===== config.mk =====
export PLATFORM = sky130hd
export DESIGN_NAME = wb_port_arbiter
export DESIGN_NICKNAME = d
export VERILOG_FILES = /design/src/rtl/wb_port_arbiter.sv
export SDC_FILE = /design/constraint.sdc
export NUM_CORES = 1
export LEC_CHECK = 0
export BUFFER_PORTS_ARGS = -buffer_cell sky130_fd_sc_hd__buf_4
export CAP_MARGIN = 10
export CORE_AREA = 2 2 108 110
export DETAILED_ROUTE_END_ITERATION = 6
export DIE_AREA = 0 0 110 112
export MAX_ROUTING_LAYER = met4
export PLACE_DENSITY = 0.77
export SLEW_MARGIN = 10
export SYNTH_ARGS = -nofsm -noshare
export SYNTH_HDL_FRONTEND = slang
export SYNTH_SLANG_ARGS = --single-unit

===== constraint.sdc =====
create_clock -name clk -period 2.84 [get_ports clk]
set_clock_uncertainty 0.15 [all_clocks]
set_input_delay 0.142 -clock clk [delete_from_list [all_inputs] [get_ports clk]]
set_output_delay 0.142 -clock clk [all_outputs]
set_load 0.05 [all_outputs]

===== src/rtl/wb_port_arbiter.sv =====
// Register-file write-port arbiter: pipeline write-back wins, long-latency results queue and drain in idle slots.
// Optional starvation guard (stall_req pulse) enabled by defining WB_ARB_STARVE_EN.
module wb_port_arbiter #(
  parameter int DATA_W       = 32,
  parameter int ADDR_W       = 5,
  parameter int FIFO_DEPTH   = 2,
  parameter int STARVE_LIMIT = 8
) (
  input  logic              clk,
  input  logic              rst_n,
  input  logic              pipe_we,
  input  logic [ADDR_W-1:0] pipe_rd,
  input  logic [DATA_W-1:0] pipe_wd,
  input  logic              mc_valid,
  input  logic [ADDR_W-1:0] mc_rd,
  input  logic [DATA_W-1:0] mc_wd,
  output logic              mc_ready,
  output logic              rf_we,
  output logic [ADDR_W-1:0] rf_wa,
  output logic [DATA_W-1:0] rf_wd,
  output logic              stall_req
);
  localparam int PTR_W = (FIFO_DEPTH > 1) ? $clog2(FIFO_DEPTH) : 1;
  localparam int CNT_W = $clog2(FIFO_DEPTH + 1);

  if (FIFO_DEPTH < 2 || (FIFO_DEPTH & (FIFO_DEPTH - 1)) != 0 || STARVE_LIMIT < 1) begin : g_bad_cfg
    $error("wb_port_arbiter: FIFO_DEPTH must be a power of 2 >= 2 and STARVE_LIMIT >= 1");
  end

  logic [FIFO_DEPTH-1:0]             ent_vld_q, ent_vld_d;
  logic [FIFO_DEPTH-1:0][ADDR_W-1:0] ent_rd_q, ent_rd_d;
  logic [FIFO_DEPTH-1:0][DATA_W-1:0] ent_wd_q, ent_wd_d;
  logic [PTR_W-1:0]                  wr_ptr_q, wr_ptr_d, rd_ptr_q, rd_ptr_d;
  logic [CNT_W-1:0]                  cnt_q, cnt_d;
  logic                              rf_we_q, rf_we_d;
  logic [ADDR_W-1:0]                 rf_wa_q, rf_wa_d;
  logic [DATA_W-1:0]                 rf_wd_q, rf_wd_d;
  logic                              stall_req_q, stall_req_d;

  logic pipe_hit, mc_hit, empty, full, push, pop, bypass;

  assign pipe_hit = pipe_we && (pipe_rd != '0);
  assign mc_hit   = mc_valid && (mc_rd != '0);
  assign empty    = (cnt_q == '0);
  assign full     = (cnt_q == CNT_W'(FIFO_DEPTH));
  assign mc_ready = !full;

  always_comb begin
    ent_vld_d = ent_vld_q;
    ent_rd_d  = ent_rd_q;
    ent_wd_d  = ent_wd_q;
    wr_ptr_d  = wr_ptr_q;
    rd_ptr_d  = rd_ptr_q;
    cnt_d     = cnt_q;
    rf_we_d   = 1'b0;
    rf_wa_d   = rf_wa_q;
    rf_wd_d   = rf_wd_q;
    pop       = 1'b0;
    bypass    = 1'b0;
    if (pipe_hit) begin
      rf_we_d = 1'b1;
      rf_wa_d = pipe_rd;
      rf_wd_d = pipe_wd;
      // Queued results to the same register are older than this write.
      for (int i = 0; i < FIFO_DEPTH; i++)
        if (ent_rd_q[i] == pipe_rd) ent_vld_d[i] = 1'b0;
    end else if (!empty) begin
      pop = 1'b1;
      if (ent_vld_q[rd_ptr_q]) begin
        rf_we_d = 1'b1;
        rf_wa_d = ent_rd_q[rd_ptr_q];
        rf_wd_d = ent_wd_q[rd_ptr_q];
      end
    end else if (mc_hit) begin
      bypass  = 1'b1;
      rf_we_d = 1'b1;
      rf_wa_d = mc_rd;
      rf_wd_d = mc_wd;
    end
    push = mc_hit && !full && !bypass;
    if (push) begin
      ent_vld_d[wr_ptr_q] = 1'b1;
      ent_rd_d[wr_ptr_q]  = mc_rd;
      ent_wd_d[wr_ptr_q]  = mc_wd;
      wr_ptr_d            = wr_ptr_q + 1'b1;
    end
    if (pop) rd_ptr_d = rd_ptr_q + 1'b1;
    if (push && !pop)      cnt_d = cnt_q + CNT_W'(1);
    else if (pop && !push) cnt_d = cnt_q - CNT_W'(1);
  end

`ifdef WB_ARB_STARVE_EN
  localparam int AGE_W = (STARVE_LIMIT > 1) ? $clog2(STARVE_LIMIT) : 1;
  typedef enum logic [1:0] {S_IDLE, S_WAIT, S_FORCE} state_e;
  state_e           state_q, state_d;
  logic [AGE_W-1:0] age_q, age_d;

  always_comb begin
    state_d = state_q;
    age_d   = age_q;
    case (state_q)
      S_IDLE: if (cnt_d != '0) begin
        state_d = S_WAIT;
        age_d   = '0;
      end
      S_WAIT: begin
        if (cnt_d == '0) begin
          state_d = S_IDLE;
          age_d   = '0;
        end else if (pop) begin
          age_d = '0;
        end else if (age_q == AGE_W'(STARVE_LIMIT - 1)) begin
          state_d = S_FORCE;
          age_d   = '0;
        end else begin
          age_d = age_q + AGE_W'(1);
        end
      end
      S_FORCE: begin
        age_d   = '0;
        state_d = (cnt_d != '0) ? S_WAIT : S_IDLE;
      end
      default: begin
        state_d = S_IDLE;
        age_d   = '0;
      end
    endcase
    stall_req_d = (state_d == S_FORCE);
  end

  always_ff @(posedge clk or negedge rst_n) begin
    if (!rst_n) begin
      state_q <= S_IDLE;
      age_q   <= '0;
    end else begin
      state_q <= state_d;
      age_q   <= age_d;
    end
  end
`else
  assign stall_req_d = 1'b0;
`endif

  always_ff @(posedge clk or negedge rst_n) begin
    if (!rst_n) begin
      ent_vld_q   <= '0;
      ent_rd_q    <= '0;
      ent_wd_q    <= '0;
      wr_ptr_q    <= '0;
      rd_ptr_q    <= '0;
      cnt_q       <= '0;
      rf_we_q     <= 1'b0;
      rf_wa_q     <= '0;
      rf_wd_q     <= '0;
      stall_req_q <= 1'b0;
    end else begin
      ent_vld_q   <= ent_vld_d;
      ent_rd_q    <= ent_rd_d;
      ent_wd_q    <= ent_wd_d;
      wr_ptr_q    <= wr_ptr_d;
      rd_ptr_q    <= rd_ptr_d;
      cnt_q       <= cnt_d;
      rf_we_q     <= rf_we_d;
      rf_wa_q     <= rf_wa_d;
      rf_wd_q     <= rf_wd_d;
      stall_req_q <= stall_req_d;
    end
  end

  assign rf_we     = rf_we_q;
  assign rf_wa     = rf_wa_q;
  assign rf_wd     = rf_wd_q;
  assign stall_req = stall_req_q;
endmodule


==> flow_summary_export.csv <==
group,metric,value,unit
finish,stdcell_count,839,
clock_tree,cts.repair.resized,0,
power,total_power,10.38,mW
clock_tree,tritoncts.num_buffers,17,
clock_tree,cts-root-buf,"clkbuf_16",
clock_tree,cts_tree,"built",
floorplan,die_width,110,um
hold_path,hold_depth,3,
global_routing,antenna_found_initial,0,
clock_tree,clk_pin_slew,0.05,ns
drt,first_pass_iters,7,
yosys,ys_seq_area_share,49.14,%
critical_path,cp_slowest_cell,"or4_4",
yosys,synth_adder_area_share,0.2082,%
sta,tightest_slew,0.7820,ns
yosys,synth_area_per_cell,12.09,um2
floorplan,die_height,112,um
drt,drtIter0Drc,419,
sta,fin_crit_sh,87.55,%
sta,setup_viol,0,
global_routing,grt_max_degree,60,
critical_path,crit_required,2.98,ns
clock_tree,clock_latency,0.41,ns
sta,drv_slew,0,
drt,drt_wl_total,16.81,mm
power,power.density,1238,nW/um2
drt,ant_nets,0,
sta,fmax,402.2,MHz
critical_path,critical_path_cell_count,7,
critical_path,crit_family,"buffers and inverters",
global_routing,grt_use_total,30.24,%
critical_path,arrival,2.63,ns
critical_path,slowest_delay,0.58,ns
critical_path,crit_path_end_kind,"register",
critical_path,reg2reg_from,"cnt_q[1]",
global_routing,grt_pass1_wl,27.68,mm
yosys,synth_compound_area_share,9.806,%
yosys,syn_nets,576,
finish,final_net_count,761,
drt,viasPerCell,5.926,
sta,setup_tns,0,ns
critical_path,cp-startpoint,"pipe_rd[1]",
critical_path,cp_max_fo,30,
global_routing,grt_pass1_vias,5493,
drt,drc_errors,0,
critical_path,rrSetupSlack,0.46,ns
floorplan,rows,39,
place,dp_cells,733,
power,swShare,39.63,%
yosys,ys_seq_elements,118,
critical_path,cp-endpoint,"ent_wd_q[58]",
power,power_frac_seq,30.0,%
power,p_int,6.264,mW
finish,drive_above_1_share,38.99,%
floorplan,io_pins,118,
critical_path,cp-start-kind,"input pin",
clock_tree,cts_htree_levels,4,
yosys,postSynthCellCount,497,
sta,whs,0.02587,ns
critical_path,path_buf_inv,3,
drt,wl_per_cell,20.04,um
power,leakage,3.771,nW
place,dpl.hpwl,9.705,mm
yosys,synth_cell_types,44,
yosys,synth-xor-area-share,2.186,%
floorplan,die-area,12320,um2
sta,final-hold-violation-count,0,
yosys,synth_top_family_by_area,"multiplexers",
sta,rsz0062_at_grt,"false",
floorplan,core,11170,um2
job,maxCapViolCount,0,
place,port_buffers,116,
critical_path,criticalPathCategory,"in -> reg",
yosys,syn_area,6010,um2
hold_path,min_path_type,"in -> reg",
yosys,synthMuxAreaShare,25.90,%
critical_path,reg2regPathDepth,5,
floorplan,start_util,53.78,%
critical_path,rr_endpoint,"ent_wd_q[32]",
power,clkPwrFrac,21.3,%
status,outcome,"finished, final reports clean",
drt,vias,4972,
clock_tree,clockBufferDepth,2,
global_routing,gr-total-overflow,0,
sta,slew_headroom,47.87,%
yosys,synth-simple-area-share,7.662,%
finish,nFillCells,665,
place,place.gp.congestion,0.8406,
power,switchingPower,4.113,mW
critical_path,path_cells,"dlygate4sd3_1 > buf_4 > or4_4 > a311oi_4 > nor3b_4 > buf_12 > mux2_4",
finish,area_delta_synth_final,39.52,%
yosys,yosysWarnings,0,
sta,period_needed,2.486,ns
power,ir_drop,0.0008167,V
clock_tree,clkSinkCount,118,
power,pwr-share-comb,48.6,%
[power groups by stage]
stage                     clock network (mW)  registers [mW]  logic (mW)
after CTS                               2.23            3.10        5.01
after detailed placement                   0            3.10        4.88
after global routing                    2.31            3.22        5.35
final                                   2.21            3.12        5.05
after floorplan                            0            3.92        2.70
after global placement                     0            3.05        4.78
[sequential cells by signal, summed over array words and instances (netlist names)]
signal     flops
cnt_q          2
ent_rd_q      10
ent_vld_q      2
ent_wd_q      64
rd_ptr_q       1
rf_wa          5
rf_wd         32
rf_we          1
wr_ptr_q       1
[per-layer routing]
layer  routed length, um  part of all wire, %  global-route usage (%)  vias up
li1                    -                    -                       -     2187
met1                6496                   39                   34.85     2537
met2                8972                   53                   49.53      199
met3                 779                  4.6                   7.026       49
met4                 565                  3.4                   13.84        0
met5                   0                    0                       -        -
[per-stage QoR]
stage | utilization (%) | area, um2 | setup slack [ns]
after global placement | 63.01 | 7041 | 0.5320
final | 75.03 | 8384 | 0.3535
after CTS | 75.01 | 8382 | 0.3996
after global routing | 75.01 | 8382 | 0.2829
after detailed placement | 63.01 | 7041 | 0.5109
after floorplan | - | 6010 | 0.7236
[synth_stat cells]
library cell	number	area, um2
nand2b_1	1	6.260
o31ai_1	1	7.510
buf_6	6	67.56
xnor2_1	7	61.31
a21o_1	2	15.01
nand3_1	18	90.09
mux2_2	56	630.6
a21oi_1	17	85.08
nor2_1	4	15.01
buf_1	3	11.26
dfrtp_1	118	2953
nor2b_1	1	6.260
nor3_1	19	95.09
o21ai_2	1	8.760
nor3_2	1	10.01
ha_1	1	12.51
a211oi_1	1	7.510
conb_1	1	3.750
or4_4	1	11.26
o21a_1	1	7.510
o211ai_1	20	150.1
a32oi_1	19	166.4
a2bb2oi_1	1	8.760
a22o_1	2	17.52
o21ai_0	15	75.07
clkbuf_1	21	78.83
or4_1	1	7.510
xor2_1	8	70.07
a311oi_4	1	26.28
a221oi_1	1	8.760
nand2_1	21	78.83
clkbuf_2	1	5.000
buf_2	10	50.05
and3b_1	1	8.760
nand4_1	17	106.4
mux2i_1	31	310.3
nor3b_2	1	12.51
inv_2	1	3.750
o21ai_1	1	5.000
inv_1	19	71.32
or2_2	1	6.260
mux2_4	41	615.6
buf_4	2	15.01
and3_1	1	6.260
[area by class of cell]
cell class              instances  area (um2)  share of cell area (%)
multi-input cells             316        2774                   33.08
repair buffers                209        1789                   21.34
inverters                      20       75.07                  0.8954
diodes                          1       2.502                 0.02985
clock inverters                 9       122.6                   1.462
well taps                     143       178.9                   2.134
flip-flops and latches        118        2954                   35.23
clock buffers                  23       488.0                   5.820
[worst min path at each step]
| stage | from | endpoint | slack [ns] |
|---|---|---|---|
| 5_1_grt | pipe_rd[0] | rf_wa[0] | 0.006 |
| 6_report | pipe_rd[0] | rf_wa[0] | 0.03 |
| 4_1_cts | pipe_rd[0] | rf_wa[0] | 0.002 |
| 2_1_floorplan | rst_n | cnt_q[0] | -0.30 |
| 3_5_place_dp | rst_n | ent_wd_q[16] | 0.12 |
| 3_3_place_gp | rst_n | ent_wd_q[16] | 0.11 |
[worst min-delay path, cell delays in order]
cell and delay (ns):
buf_4 0.12, a22o_1 0.15, mux2_4 0.14
[cell families after synthesis]
kind of cell               count (synthesis)
adders and majority gates                  1
muxes                                    128
and+or+nand+nor                           88
AOI/OAI and AO/OA                         83
xor gates and xnor gates                  15
other                                      1
buffers and inverters                     63
DFF                                      118
[layout by cell type (no fill, tap or decap), drive strengths merged, types with 17 or more instances in the layout]
cell type      n
nor3          20
inv           20
dfrtp        118
nand2         21
buf          136
mux2          97
a32oi         19
nand4         17
o211ai        20
mux2i         31
dlygate4sd3   73
clkbuf        23
nand3         18
a21oi         17
o21ai         17
[repair_timing]
item,CTS,global route
hold buffers,73,0
buffers inserted,0,0
hold endpoints to repair,166,0
No activity file was read; power rests on OpenSTA's default activity.
